<file path="src/rtl/life_pkg.sv">
// Shared types for the Game-of-Life generation sequencer.
// State/command encodings and the cell index helper.
package life_pkg;

  localparam int ROWS_D = 8;
  localparam int COLS_D = 8;

  typedef enum logic [2:0] {
    S_IDLE   = 3'd0,
    S_LOAD   = 3'd1,
    S_APPLY1 = 3'd2,
    S_APPLY2 = 3'd3,
    S_RUN    = 3'd4,
    S_STEP   = 3'd5
  } state_t;

  typedef enum logic [2:0] {
    C_NONE,
    C_STOP,
    C_LOAD,
    C_RUN,
    C_STEP
  } cmd_t;

  function automatic int cell_idx(
    input int r,
    input int c,
    input int cols
  );
    return r * cols + c;
  endfunction

endpackage

</file>
<file path="src/rtl/life_period_timer.sv">
// Generation period timer for free-run mode.
// Latches max(period,1) on start and ticks on the last count.
module life_period_timer #(
  parameter int PERIOD_W = 24
) (
  input  logic                clk,
  input  logic                rst_n,
  input  logic                i_start,
  input  logic                i_stop,
  input  logic [PERIOD_W-1:0] i_period,
  output logic                o_tick
);

  logic [PERIOD_W-1:0] r_p;
  logic [PERIOD_W-1:0] r_cnt;
  logic                r_active;

  assign o_tick = r_active &&
                  (r_cnt == r_p - PERIOD_W'(1));

  always_ff @(posedge clk) begin
    if (!rst_n) begin
      r_p      <= '0;
      r_cnt    <= '0;
      r_active <= 1'b0;
    end else if (i_stop) begin
      r_cnt    <= '0;
      r_active <= 1'b0;
    end else if (i_start) begin
      r_p      <= (i_period == '0) ?
                  PERIOD_W'(1) : i_period;
      r_cnt    <= '0;
      r_active <= 1'b1;
    end else if (r_active) begin
      r_cnt <= o_tick ? '0 : r_cnt + PERIOD_W'(1);
    end
  end

endmodule

</file>
<file path="src/rtl/life_gen_ctrl.sv">
// Generation sequencer: seed load, grid apply, run/step.
// Owns the grid-wide cell reset, enable and init nets.
module life_gen_ctrl
  import life_pkg::*;
#(
  parameter int ROWS     = ROWS_D,
  parameter int COLS     = COLS_D,
  parameter int PERIOD_W = 24,
  parameter int GEN_W    = 16
) (
  input  logic                 clk,
  input  logic                 rst_n,
  input  logic                 cmd_load,
  input  logic                 cmd_run,
  input  logic                 cmd_stop,
  input  logic                 cmd_step,
  input  logic [PERIOD_W-1:0]  period,
  input  logic                 seed_valid,
  output logic                 seed_ready,
  input  logic [COLS-1:0]      seed_row,
  output logic [ROWS*COLS-1:0] cell_init,
  output logic                 cell_rst,
  output logic                 cell_en,
  output logic [GEN_W-1:0]     gen_count,
  output logic                 running,
  output logic                 seeded,
  output logic                 cmd_err
);

  localparam int RW = (ROWS > 1) ? $clog2(ROWS) : 1;

  state_t               r_state;
  logic [RW-1:0]        r_row;
  logic [ROWS*COLS-1:0] r_cell_init;
  logic                 r_seed_ready;
  logic                 r_cell_rst;
  logic                 r_cell_en;
  logic [GEN_W-1:0]     r_gen;
  logic                 r_running;
  logic                 r_seeded;
  logic                 r_cmd_err;

  cmd_t w_cmd;
  logic w_tick;
  logic w_start;
  logic w_stop;
  logic w_xfer;
  logic w_last;

  // Highest-priority command wins; the rest are dropped silently.
  always_comb begin
    w_cmd = C_NONE;
    priority case (1'b1)
      cmd_stop: w_cmd = C_STOP;
      cmd_load: w_cmd = C_LOAD;
      cmd_run:  w_cmd = C_RUN;
      cmd_step: w_cmd = C_STEP;
      default:  w_cmd = C_NONE;
    endcase
  end

  assign w_start = (r_state == S_IDLE) &&
                   (w_cmd == C_RUN) && r_seeded;
  assign w_stop  = (r_state == S_RUN) &&
                   ((w_cmd == C_STOP) ||
                    (w_cmd == C_LOAD));
  assign w_xfer  = seed_valid && r_seed_ready;
  assign w_last  = (r_row == RW'(ROWS - 1));

  life_period_timer #(
    .PERIOD_W (PERIOD_W)
  ) u_timer (
    .clk      (clk),
    .rst_n    (rst_n),
    .i_start  (w_start),
    .i_stop   (w_stop),
    .i_period (period),
    .o_tick   (w_tick)
  );

  always_ff @(posedge clk) begin
    if (!rst_n) begin
      r_state      <= S_IDLE;
      r_row        <= '0;
      r_cell_init  <= '0;
      r_seed_ready <= 1'b0;
      r_cell_rst   <= 1'b0;
      r_cell_en    <= 1'b0;
      r_gen        <= '0;
      r_running    <= 1'b0;
      r_seeded     <= 1'b0;
      r_cmd_err    <= 1'b0;
    end else begin
      r_cmd_err  <= 1'b0;
      r_cell_en  <= 1'b0;
      r_cell_rst <= 1'b0;
      unique case (r_state)
        S_IDLE: begin
          case (w_cmd)
            C_LOAD: begin
              r_state      <= S_LOAD;
              r_row        <= '0;
              r_seeded     <= 1'b0;
              r_seed_ready <= 1'b1;
            end
            C_RUN: begin
              if (r_seeded) begin
                r_state   <= S_RUN;
                r_running <= 1'b1;
              end else begin
                r_cmd_err <= 1'b1;
              end
            end
            C_STEP: begin
              if (r_seeded) r_state <= S_STEP;
              else          r_cmd_err <= 1'b1;
            end
            default: ;
          endcase
        end
        S_LOAD: begin
          case (w_cmd)
            C_STOP: begin
              r_state      <= S_IDLE;
              r_seed_ready <= 1'b0;
            end
            C_LOAD: r_row <= '0;
            default: begin
              r_cmd_err <= (w_cmd != C_NONE);
              if (w_xfer) begin
                r_cell_init[cell_idx(int'(r_row), 0, COLS)
                            +: COLS] <= seed_row;
                r_row <= w_last ? '0 : r_row + RW'(1);
                if (w_last) begin
                  r_state      <= S_APPLY1;
                  r_seed_ready <= 1'b0;
                  r_cell_rst   <= 1'b1;
                end
              end
            end
          endcase
        end
        // Apply is atomic: every command here is refused.
        S_APPLY1: begin
          r_cmd_err <= (w_cmd != C_NONE);
          r_gen     <= '0;
          r_cell_en <= 1'b1;
          r_state   <= S_APPLY2;
        end
        S_APPLY2: begin
          r_cmd_err <= (w_cmd != C_NONE);
          r_seeded  <= 1'b1;
          r_state   <= S_IDLE;
        end
        S_RUN: begin
          case (w_cmd)
            C_STOP: begin
              r_state   <= S_IDLE;
              r_running <= 1'b0;
            end
            C_LOAD: begin
              r_state      <= S_LOAD;
              r_running    <= 1'b0;
              r_row        <= '0;
              r_seeded     <= 1'b0;
              r_seed_ready <= 1'b1;
            end
            default: begin
              r_cmd_err <= (w_cmd != C_NONE);
              if (w_tick) begin
                r_cell_en <= 1'b1;
                r_gen     <= r_gen + GEN_W'(1);
              end
            end
          endcase
        end
        S_STEP: begin
          r_cmd_err <= (w_cmd != C_NONE) &&
                       (w_cmd != C_STOP);
          r_cell_en <= 1'b1;
          r_gen     <= r_gen + GEN_W'(1);
          r_state   <= S_IDLE;
        end
        default: r_state <= S_IDLE;
      endcase
    end
  end

  assign seed_ready = r_seed_ready;
  assign cell_init  = r_cell_init;
  assign cell_rst   = r_cell_rst;
  assign cell_en    = r_cell_en;
  assign gen_count  = r_gen;
  assign running    = r_running;
  assign seeded     = r_seeded;
  assign cmd_err    = r_cmd_err;

endmodule

</file>
<file path="config.mk">
export PLATFORM = sky130hd
export DESIGN_NAME = life_gen_ctrl
export DESIGN_NICKNAME = d
export VERILOG_FILES = /design/src/rtl/life_pkg.sv /design/src/rtl/life_period_timer.sv /design/src/rtl/life_gen_ctrl.sv
export SDC_FILE = /design/constraint.sdc
export NUM_CORES = 1
export LEC_CHECK = 0
export ABC_CLOCK_PERIOD_IN_PS = 7600
export CORE_ASPECT_RATIO = 1.1
export CORE_MARGIN = 2
export CORE_UTILIZATION = 57
export DETAILED_ROUTE_END_ITERATION = 8
export PLACE_DENSITY = 0.86
export SYNTH_ARGS = -nofsm -noshare
export SYNTH_HDL_FRONTEND = slang
export SYNTH_SLANG_ARGS = --single-unit
</file>
<file path="constraint.sdc">
create_clock -name clk -period 7.6 [get_ports clk]
set_input_delay 1.52 -clock clk [delete_from_list [all_inputs] [get_ports clk]]
set_output_delay 1.52 -clock clk [all_outputs]
set_load 0.01 [all_outputs]
</file>
**Word-level counts from Yosys, hierarchy flattened**

Index checks and enable logic that the tools add are counted.

- Register bits: 141
- Bits of input ports: 39
- Output and inout port bits: 86
- Logic and storage cells: 125

- Add/sub/neg operators: 5
- Equality and inequality tests: 27
- Shifts and indexed selects: 2
- Multiplexer cells: 42
- Bitwise logic cells: 5
- Reductions and logical operators: 31

Operator list:

| kind | number |
|---|---|
| bitwise mux 64 bit | 1 |
| variable shift 8 x 33 -> 64 bit, first input constant | 1 |
| indexed part select 8 x 33 -> 64 bit | 1 |
| 2-to-1 mux 24 bit | 2 |
| one-hot mux 16 bit (3 select lines) | 1 |
| 2-to-1 mux 3 bit | 11 |
| negator 6 -> 33 bit | 1 |
| 2-to-1 mux 16 bit | 2 |
| adder 24 x 1 -> 24 bit, second input constant | 1 |
| == test 24 bit | 1 |
| logical NOT 24 bit | 1 |
| one-hot mux 3 bit (2 select lines) | 4 |
| subtractor 24 x 1 -> 24 bit, second input constant | 1 |
| adder 16 x 1 -> 16 bit, second input constant | 1 |
| != test 3 bit, second input constant | 5 |
| OR reduction 2 bit | 7 |
| 2-to-1 mux 1 bit | 13 |
| == test 3 x 2 -> 1 bit, second input constant | 4 |
| == test 3 bit, second input constant | 4 |
| one-hot mux 3 bit (4 select lines) | 1 |
| != test 2 bit, second input constant | 5 |
| one-hot mux 1 bit (2 select lines) | 5 |
| one-hot mux 3 bit (3 select lines) | 1 |
| AND reduction 4 bit | 2 |
| other kinds (18) | 36 |

**Depth between registers and ports, before layout**

- Depth after elaboration: 9
- Depth in mapped cells: 12
- Depth with buffers taken out: 11

**Hierarchy**

From an unflattened synthesis, not the netlist that was laid out.

- Cell total of the unflattened synthesis: 848
- Area total of the unflattened synthesis: 7252.0 µm²

Modules (own cells, without submodules):

| module | times used | cells each | area an instance (µm²) | sequential area each (µm²) |
|---|---|---|---|---|
| life_gen_ctrl | 1 | 479 | 4134.0 | 1841.8 |
| life_period_timer | 1 | 369 | 3118.0 | 980.9 |

**Least setup slack after synthesis**

OpenSTA, ideal clock, no wires.

- Path type: input to register
- Start: input cmd_load
- End: register u_timer.r_p[1]
- Setup time: 0.065 ns
- Arrival: 3.221 ns
- Required time: 7.535 ns
- Path slack: 4.314 ns
- Stages on the path: 9
- Buffers on the path: 3
- Path through: clkbuf_1 nor2_1 nand2_1 or3_1 clkbuf_1 nor2_1 clkbuf_1 a22oi_1 nor2_1

- Cells in the longest elaborated chain, start to end: 7
- Elaborated cells between the ends (all ways): 11
- Classes of those cells: eq/ne (3); mux (2); bitwise (1); reduce/logical (5)

Ends and longest elaborated chain:

| element | RTL line | RTL |
|---|---|---|
| start: declaration | life_gen_ctrl.sv:13 | `input logic cmd_load,` |
| 2-to-1 mux 3 bit * (2 in series) | life_gen_ctrl.sv:53 | `priority case (1'b1)` |
| == test 3 x 1 -> 1 bit or == test 3 x 2 -> 1 bit (tied branches) | life_gen_ctrl.sv:65, life_gen_ctrl.sv:66 |  |
| logical OR 1 bit | life_gen_ctrl.sv:65 | `((w_cmd == C_STOP) \|\|` |
| logical AND 1 bit | life_gen_ctrl.sv:64 | `assign w_stop = (r_state == S_RUN) &&` |
| NOT 1 bit (no source line) | n/a |  |
| AND reduction 2 bit (no source line) * | n/a |  |
| end signal: assignment | life_period_timer.sv:30 | `r_p <= (i_period == '0) ?` |
| end: declaration | life_period_timer.sv:14 | `logic [PERIOD_W-1:0] r_p;` |

Mark *: on every way between the ends. The rest lies on a longest branch, timed or not.
A chain may end at the register's enable or synchronous reset.

**Final worst setup path**

- Start: input cmd_load
- End: register u_timer.r_p[17]

The elaborated chain is that of the path after synthesis.

==> results.toml <==
[run_status]
status = "completed"

[sta]
skew_ns = 0.009699
layout_setup_ws_ns = 3.538
tns_ns = 0
fin_crit_ns = 4.062
fmax_ghz = 0.2462
drv_slew = 0
whs_ns = 0.4806
setup_viol = 0
rsz0062_at_grt = "no"
hold_violations = 0
relSlewSlack_pct = 32.43
min_period_over_period_pct = 53.45
tightest_slew_ns = 1.011

[global_routing]
grt_max_degree = 89
antenna_found_initial = 0
grt_pass1_wl_um = 29260
grt_pass1_vias = 6034
grtUsageTotal_pct = 28.42
grt.overflow.total = 0

[power]
p_total_mw = 1.688
cellPowerDensity_nw_per_um2 = 191.9
ir_drop_uv = 188.4
leakage_nw = 3.327

[critical_path]
path_cells = "clkdlybuf4s50_1 -> nor2_1 -> nand2_1 -> or3_1 -> nor2_1 -> a22oi_1 -> nor2_1"
required_ns = 7.95
path_class = "in -> reg"
slowest_stage = "nor2_1"
reg2reg_depth = 11
cp.arrival_ns = 4.41
end_kind = "flop"
crit_top_cell = "nor2_1"
cpPeakStageDelay_ns = 0.85
critPathMaxFanout = 28
crit_path_start_kind = "primary input"

[synth]
syn_area_um2 = 6925
synth_edf_count = 0
synthArstFlopShare_pct = 0
syn_nets = 912
synth_cell_types = 65
ys_ff_latch = 141
ys.flop_type = "dfxtp_1"
syn_inst = 863
ys_warn_count = 0
synth-seq-area-share_pct = 40.76
avgSynthCellArea_um2 = 8.025

[floorplanning]
die_h_um = 119.6
initial_utilization_pct = 58.06
rows = 42
die_w_um = 109.1
die_area_um2 = 13050
ios = 125
core_region_area_um2 = 11930

[routing]
drc = 0
first_pass_iters = 5
drt-total-wl_um = 17890
met2_wirelength_um = 8818
dr_total_vias = 6524
routed.top_layer = "met4"
routed-wl-met3_um = 1415
vias_per_cell = 5.763
routedWlPerCell_um = 15.81
ant_nets = 0
drt_iter0_drc = 456
wl_met1_um = 7276

[clocking]
root_buffer = "clkbuf_16"
h-tree-depth = 4
path_clk_slew_ns = 0.06
cts_tree = "built"
clkLatencyLatePin_ns = 0.42
cts_resized = 0
cts_buffers = 17
cts_max_path_buffers = 2
hold_buffers = 0
cts.sinks = 141
post_cts_buffers = 0

[hold_path]
hold_depth = 2
hold_class = "reg -> reg"

[place]
place_inst = 1101
portBuffers = 124
dpl_cell_area_um2 = 8182
hpwl_um = 12430
post-place-ws_ns = 3.181
gp_congestion = 0.9883

[final_layout]
layout-drive-gt1-share_pct = 6.135
nets = 1015
area_growth_pct = 26.97
final_design_area_no_fill_um2 = 8793
fillers = 874
layout.cells.non_filler = 1132
num_antenna_cells = 0
fin_util_pct = 73.72

[job]
maxCapViolCount = 0
-- per-layer routing --
layer,vias to the layer above,track usage [%]
li1,3202,-
met5,-,0
met3,31,10.27
met4,0,11.30
met2,214,46.20
met1,3077,33.85
-- cell families (layout without fill, tap and decap cells) --
kind of cell | after synthesis | count (layout) | share of synthesized area [%]
AO/OA/AOI/OAI | 149 | 149 | 13.12
AND/OR/NAND/NOR | 427 | 427 | 29.94
buffers and inverters | 56 | 171 | 3.668
flip-flops | 141 | 141 | 40.76
multiplexers | 32 | 32 | 4.643
XOR/XNOR | 48 | 48 | 6.071
adder cells (fa/ha/maj) | 10 | 10 | 1.807
-- cell usage in the layout, fill, tap and decap left out, types with 4 or more instances in the layout --
cell	count
a21oi_2	8
nand2_1	95
nor2b_1	4
a21oi_1	84
nor2_1	174
buf_4	4
bufinv_16	4
nor3b_1	7
nand3_1	28
and4_1	6
xor2_1	27
nand2b_1	5
clkdlybuf4s50_1	124
xnor2_1	21
ha_1	10
mux2i_1	31
clkinv_2	6
nor4_1	13
or3_1	16
and2_1	4
nand4_1	12
nor4b_1	5
nor3_1	17
or4_4	4
inv_1	11
clkbuf_16	17
or4_1	5
a22oi_1	14
dfxtp_1	141
o21ai_0	15
and3_1	15
-- state kept, by name, indices dropped and copies added (netlist names), 3 cells and up --
name	count
u_timer.r_cnt	24
gen_count	16
r_state	3
cell_init	64
r_row	3
u_timer.r_p	24
-- Yosys cell counts, types with 6 or more instances --
| master | number | area share (%) |
|---|---|---|
| nor4_1 | 13 | 1.2 |
| nor3b_1 | 7 | 0.76 |
| a21oi_1 | 84 | 6.1 |
| mux2i_1 | 31 | 4.5 |
| dfxtp_1 | 141 | 41 |
| nor2_1 | 174 | 9.4 |
| nand4_1 | 12 | 1.1 |
| a22oi_1 | 14 | 1.5 |
| a21oi_2 | 8 | 1.0 |
| nand3_1 | 28 | 2.0 |
| xnor2_1 | 21 | 2.7 |
| xor2_1 | 27 | 3.4 |
| nand2_1 | 95 | 5.1 |
| or3_1 | 16 | 1.4 |
| ha_1 | 10 | 1.8 |
| clkbuf_1 | 36 | 2.0 |
| o21ai_0 | 15 | 1.1 |
| inv_1 | 12 | 0.65 |
| and4_1 | 6 | 0.76 |
| and3_1 | 15 | 1.4 |
| nor3_1 | 17 | 1.2 |
-- power breakdown --
part | leakage (nW) | switching [mW] | internal [mW]
registers | 1.14 | 0.00424 | 0.742
logic | 1.89 | 0.0405 | 0.0319
clock network | 0.299 | 0.316 | 0.553
total | 3.33 | 0.360 | 1.33
-- critical path: cells and delay by family --
| family | cells | cell delay (ns) |
|---|---|---|
| AO/OA/AOI/OAI | 1 | 0.15 |
| buffers and inverters | 1 | 0.54 |
| AND/OR/NAND/NOR | 5 | 2.18 |
-- cell type report --
type	instances	area [um2]	share of cell area, %
well taps	154	192.7	2.191
multi-input cells	666	3849	43.77
flip-flops and latches	141	2823	32.10
repair buffers	128	1271	14.46
inverters	12	46.29	0.5265
clock buffers	19	442.9	5.037
clock inverters	12	168.9	1.921
-- worst paths after layout --
kind,from,end,slack [ns]
setup / recovery,cmd_load,u_timer.r_p[17],3.54
hold / removal,gen_count[15],gen_count[15],0.48
setup reg to reg,u_timer.r_p[0],gen_count[15],3.72
hold reg to reg,gen_count[15],gen_count[15],0.48
(Power assumes the default switching activity.)
